File: config.mk
export PLATFORM = sky130hd
export DESIGN_NAME = vga_timing_gen
export DESIGN_NICKNAME = d
export VERILOG_FILES = /design/src/rtl/vga_timing_gen.sv
export SDC_FILE = /design/constraint.sdc
export NUM_CORES = 1
export LEC_CHECK = 0
export CAP_MARGIN = 25
export CORE_ASPECT_RATIO = 1.2
export CORE_MARGIN = 1
export CORE_UTILIZATION = 30
export DETAILED_ROUTE_END_ITERATION = 10
export GPL_TIMING_DRIVEN = 1
export PLACE_DENSITY = 0.59
export SKIP_LAST_GASP = 1
export SLEW_MARGIN = 10
export SYNTH_ARGS = -nofsm -noshare
export SYNTH_HDL_FRONTEND = slang
export SYNTH_SLANG_ARGS = --single-unit
File: constraint.sdc
create_clock -name vga_clk -period 3.9 [get_ports vga_clk]
set_input_delay 1.17 -clock vga_clk [delete_from_list [all_inputs] [get_ports vga_clk]]
set_output_delay 1.17 -clock vga_clk [all_outputs]
set_load 0.03 [all_outputs]
File: src/rtl/vga_timing_gen.sv
`timescale 1ns/1ps
// ---------------------------------------------------------------------------
// vga_timing_gen
//   Pixel-timing source for the display pipeline. Scans DrawX/DrawY over the
//   full raster (visible area plus porches and sync), flags active video on
//   `blank`, and generates active-low hs/vs. The sync outputs are delayed by
//   SYNC_DELAY registers so they line up with the renderers' registered RGB.
//   The coordinates and blank are never delayed. Line/frame strobes and a
//   frame counter are provided for animation timing.
//
// Ports:
//   vga_clk      in   pixel clock, rising edge active
//   reset_n      in   asynchronous active-low reset
//   DrawX        out  [9:0] current pixel column (horizontal counter)
//   DrawY        out  [9:0] current pixel row (vertical counter)
//   blank        out  1 = active video, 0 = blanking
//   hs           out  horizontal sync, active low, delayed SYNC_DELAY clocks
//   vs           out  vertical sync, active low, delayed SYNC_DELAY clocks
//   line_start   out  one-cycle pulse while DrawX == 0
//   frame_start  out  one-cycle pulse while DrawX == 0 and DrawY == 0
//   frame_count  out  [FC_W-1:0] frame starts since reset, wrapping
// ---------------------------------------------------------------------------
module vga_timing_gen #(
  parameter int H_VISIBLE  = 640,
  parameter int H_FP       = 16,
  parameter int H_SYNC     = 96,
  parameter int H_BP       = 48,
  parameter int V_VISIBLE  = 480,
  parameter int V_FP       = 10,
  parameter int V_SYNC     = 2,
  parameter int V_BP       = 33,
  parameter int SYNC_DELAY = 1,
  parameter int FC_W       = 16
) (
  input  logic            vga_clk,
  input  logic            reset_n,
  output logic [9:0]      DrawX,
  output logic [9:0]      DrawY,
  output logic            blank,
  output logic            hs,
  output logic            vs,
  output logic            line_start,
  output logic            frame_start,
  output logic [FC_W-1:0] frame_count
);

  localparam int H_TOTAL = H_VISIBLE + H_FP + H_SYNC + H_BP;
  localparam int V_TOTAL = V_VISIBLE + V_FP + V_SYNC + V_BP;

  localparam logic [9:0] H_LAST = 10'(H_TOTAL - 1);
  localparam logic [9:0] V_LAST = 10'(V_TOTAL - 1);

  // Sync windows, compared in int so an end bound of 1024 cannot alias to 0.
  localparam int HS_BEG = H_VISIBLE + H_FP;
  localparam int HS_END = H_VISIBLE + H_FP + H_SYNC;
  localparam int VS_BEG = V_VISIBLE + V_FP;
  localparam int VS_END = V_VISIBLE + V_FP + V_SYNC;

  logic       x_wrap;
  logic       y_wrap;
  logic [9:0] x_nxt;
  logic [9:0] y_nxt;
  logic       blank_nxt;
  logic       line_nxt;
  logic       frame_nxt;
  logic       hs_raw;
  logic       vs_raw;

  // Next-state counter values. The strobes are derived from these rather
  // than from the current registers so that, once registered, they refer to
  // the same pixel as DrawX/DrawY on the same cycle.
  always_comb begin
    x_wrap    = (DrawX == H_LAST);
    y_wrap    = (DrawY == V_LAST);
    x_nxt     = x_wrap ? 10'd0 : DrawX + 10'd1;
    y_nxt     = DrawY;
    if (x_wrap) begin
      y_nxt   = y_wrap ? 10'd0 : DrawY + 10'd1;
    end
    blank_nxt = (int'(x_nxt) < H_VISIBLE) && (int'(y_nxt) < V_VISIBLE);
    line_nxt  = (x_nxt == 10'd0);
    frame_nxt = line_nxt && (y_nxt == 10'd0);
  end

  // Stage p0: raster counters and aligned strobes. Reset parks the counters
  // on the last pixel of the frame so the first edge lands on (0,0).
  always_ff @(posedge vga_clk or negedge reset_n) begin
    if (!reset_n) begin
      DrawX       <= H_LAST;
      DrawY       <= V_LAST;
      blank       <= 1'b0;
      line_start  <= 1'b0;
      frame_start <= 1'b0;
      frame_count <= '0;
    end else begin
      DrawX       <= x_nxt;
      DrawY       <= y_nxt;
      blank       <= blank_nxt;
      line_start  <= line_nxt;
      frame_start <= frame_nxt;
      if (frame_nxt) begin
        frame_count <= frame_count + FC_W'(1);
      end
    end
  end

  // Undelayed sync decoded from the current counters; vs is held for the
  // whole of each sync line because it depends on DrawY only.
  always_comb begin
    hs_raw = !((int'(DrawX) >= HS_BEG) && (int'(DrawX) < HS_END));
    vs_raw = !((int'(DrawY) >= VS_BEG) && (int'(DrawY) < VS_END));
  end

  // Stage p1..pN: sync-only delay chain. Bit 0 is the first register; the
  // MSB drives the output. Resets to the inactive (high) level.
  generate
    if (SYNC_DELAY == 0) begin : g_sync_comb
      assign hs = hs_raw;
      assign vs = vs_raw;
    end else begin : g_sync_dly
      logic [SYNC_DELAY-1:0] hs_p;
      logic [SYNC_DELAY-1:0] vs_p;

      always_ff @(posedge vga_clk or negedge reset_n) begin
        if (!reset_n) begin
          hs_p <= '1;
          vs_p <= '1;
        end else begin
          hs_p <= (hs_p << 1) | SYNC_DELAY'(hs_raw);
          vs_p <= (vs_p << 1) | SYNC_DELAY'(vs_raw);
        end
      end

      assign hs = hs_p[SYNC_DELAY-1];
      assign vs = vs_p[SYNC_DELAY-1];
    end
  endgenerate

  // Counters are 10 bits wide; larger rasters or delay depths outside the
  // supported range are flagged while simulating.
  always_ff @(posedge vga_clk) begin
    assert ((H_TOTAL <= 1024) && (V_TOTAL <= 1024) &&
            (SYNC_DELAY >= 0) && (SYNC_DELAY <= 4))
      else $error("vga_timing_gen: illegal timing parameters H_TOTAL=%0d V_TOTAL=%0d SYNC_DELAY=%0d",
                  H_TOTAL, V_TOTAL, SYNC_DELAY);
  end

endmodule
==> results.yml <==
clocking:
  cts_root_buf: "clkbuf_8"
  cts_setup_buffers: 0
  clk_latency_ns: 0.30
  cts.sinks: 41
  htreeDepth: 2
  cts_buffers: 5
  ctsResizeCount: 0
  cts_buffer_depth: 2
  postCtsHoldBufs: 0
  clkSlewWorstSetupHoldPaths_ns: 0.08
  cts_tree: "done"
sta:
  drv_slew: 0
  final.min_clock_period_ns: 3.02
  fin_crit_sh_pct: 77.3
  finalSetupTns_ns: 0
  rsz0062_at_grt: "false"
  hold_viol_final: 0
  clock_skew_ns: 0.00923
  fmax_ghz: 0.332
  tightestPinTransition_ns: 0.912
  slew_headroom_pct: 39.2
  setup_viol_count_final: 0
floorplan:
  io_pins: 43
  start_util_pct: 31.2
  dieHeight_um: 100
  chipWidth_um: 83.9
  fp-row-count: 35
  coreArea_um2: 7750
  die-area_um2: 8410
yosys:
  netlist_instances: 241
  async_flop_share_pct: 100
  synth.distinct_cells: 58
  syn-cell-area_um2: 2410
  ys_seq_area_share_pct: 43.1
  yosysWarnings: 0
  ys_ff_latch: 41
  syn_area_per_cell_um2: 10.0
  syn-num-nets: 249
  yosys_most_used_dff: "dfrtp_1"
  synth_edf_count: 0
global_route:
  grt_use_total_pct: 13.3
  grt_overflow_total: 0
  grt_max_degree: 42
  grt_pass1_wl_um: 8920
  antenna_found_initial: 0
  grt_pass1_vias: 1901
min_path:
  hold_path_class: "flop to flop"
drt:
  post_drt_via_cell_ratio: 5.16
  wire_per_inst_um: 14.4
  drtAntennaViolNets: 0
  vias: 1921
  finalWirelength_um: 5350
  drtIter0Drc: 86
  drc: 6
  detail_route.first_pass.iterations: 7
final_layout:
  n_fill_cell: 770
  instances_no_fill: 372
  nNetsFinal: 287
  drive_gt1_share_pct: 13.9
  area_growth_pct: 24.8
  final_core_util_pct: 38.9
  final_common_cell: "clkdlybuf4s50_1"
  mostFrequentLayoutCells: "clkdlybuf4s50_1, dfrtp_1, nor2_1"
  antennaDiodeCount: 0
critical_path:
  end_kind: "flop"
  slowest_stage: "dfstp_2"
  path_class: "flop to flop"
  crit_top_cell: "xor2_1"
  crit_required_ns: 4.13
  arrival_ns: 3.24
  worst_path_largest_cell_delay_ns: 0.58
  cp-start-kind: "flop"
  crit_chain: "ha_1 -> nand4_2 -> nor4_1 -> xor2_1 -> a211oi_1 -> nand4_4 -> nor4_4 -> xor2_1"
  cp_max_fo: 16
pwr:
  ir_worst_vdd_v: 0.000151
  p_leak_nw: 1.26
  power.density_nw_per_um2: 266
status:
  failed_checks: "design-rule violations"
  outcome: "finished with violations"
placed_design:
  dpl.hpwl_um: 3850
  dpl.cell_count: 364
  port_buffers: 42
  place.gp.congestion: 0.756
flow_run:
  cap_violations: 0
[Yosys cell counts (all sizes together), types with 2 or more instances]
| cell type | count | area, um2 |
|---|---|---|
| nand4 | 13 | 103 |
| xor2 | 19 | 166 |
| nor3b | 2 | 15.0 |
| o21bai | 2 | 15.0 |
| a211oi | 2 | 15.0 |
| and4 | 4 | 35.0 |
| a21o | 2 | 15.0 |
| nor3 | 12 | 81.3 |
| clkbuf | 6 | 22.5 |
| nor2 | 21 | 81.3 |
| nand2 | 15 | 56.3 |
| nand2b | 9 | 56.3 |
| inv | 8 | 30.0 |
| dfrtp | 29 | 726 |
| or3 | 2 | 17.5 |
| and3 | 2 | 12.5 |
| a2111oi | 2 | 36.3 |
| mux2 | 2 | 22.5 |
| o21ai | 8 | 40.0 |
| nor4 | 9 | 86.3 |
| or2 | 2 | 12.5 |
| buf | 6 | 37.5 |
| and3b | 2 | 17.5 |
| nand4b | 3 | 26.3 |
| xnor2 | 6 | 52.6 |
| ha | 6 | 75.1 |
| a21oi | 3 | 18.8 |
| nand3 | 15 | 75.1 |
| dfstp | 12 | 315 |
[flip-flops by register name, summed over array words and instances, names as in the netlist]
name and count:
hs 1, DrawY 10, blank 1, line_start 1
vs 1, frame_count 16, frame_start 1, DrawX 10
[final timing paths]
| kind | cells past startpoint | slack (ns) | startpoint | endpoint |
|---|---|---|---|---|
| setup / recovery | 8 | 0.88 | DrawX[0] | frame_count[11] |
| hold / removal | 1 | 0.47 | frame_count[15] | frame_count[15] |
| min in group asynchronous | 1 | 1.01 | reset_n | DrawY[5] |
| hold reg to reg | 1 | 0.47 | frame_count[15] | frame_count[15] |
| setup reg to reg | 8 | 0.88 | DrawX[0] | frame_count[11] |
| max in group asynchronous | 1 | 2.33 | reset_n | DrawX[6] |
[critical path, delay by kind of cell, from the launching register on]
kind / cells / cell delay (ns)
DFF: 1 / 0.58
xor gates and xnor gates: 2 / 0.35
AOI/OAI and AO/OA: 1 / 0.35
and+or+nand+nor: 4 / 1.39
adders and majority gates: 1 / 0.27
[report_power, final]
part           switching (mW)  internal, mW
Sequential                  0         0.425
Combinational         0.00798      0.000363
Clock                   0.159         0.208
[cell families after synthesis]
group | count (synthesis) | synth area share (%)
fa+ha+maj | 6 | 3.11
mux | 3 | 1.35
buf+inv | 20 | 3.73
xor+xnor | 25 | 9.07
simple gates | 117 | 30.2
flops | 41 | 43.1
compound gates | 29 | 9.48
[through the flow]
step                setup WS, ns  hold slack, ns  total power [mW]  area (um2)
floorplan                   1.14           0.567             0.433        2410
global placement           0.977           0.470             0.443        2890
detailed placement         0.884           0.470             0.443        2890
CTS                        0.866           0.485             0.815        3010
global route               0.638           0.497             0.832        3010
finish                     0.885           0.474             0.801        3010
[layer usage]
layer	track usage, %	wire [um]
met5	0	0
met4	7.43	171
met3	2.96	223
met2	22.3	2610
met1	15.9	2340
[area by class of cell]
class                   count  area, um2  area share (%)
clock buffers               6       82.6            2.74
inverters                   8       30.0           0.997
well taps                  92        115            3.82
multi-input cells         180       1280            42.6
clock inverters             2       37.5            1.25
flip-flops and latches     41       1040            34.6
repair buffers             43        423            14.0
No activity file was read; power rests on OpenSTA's default activity.
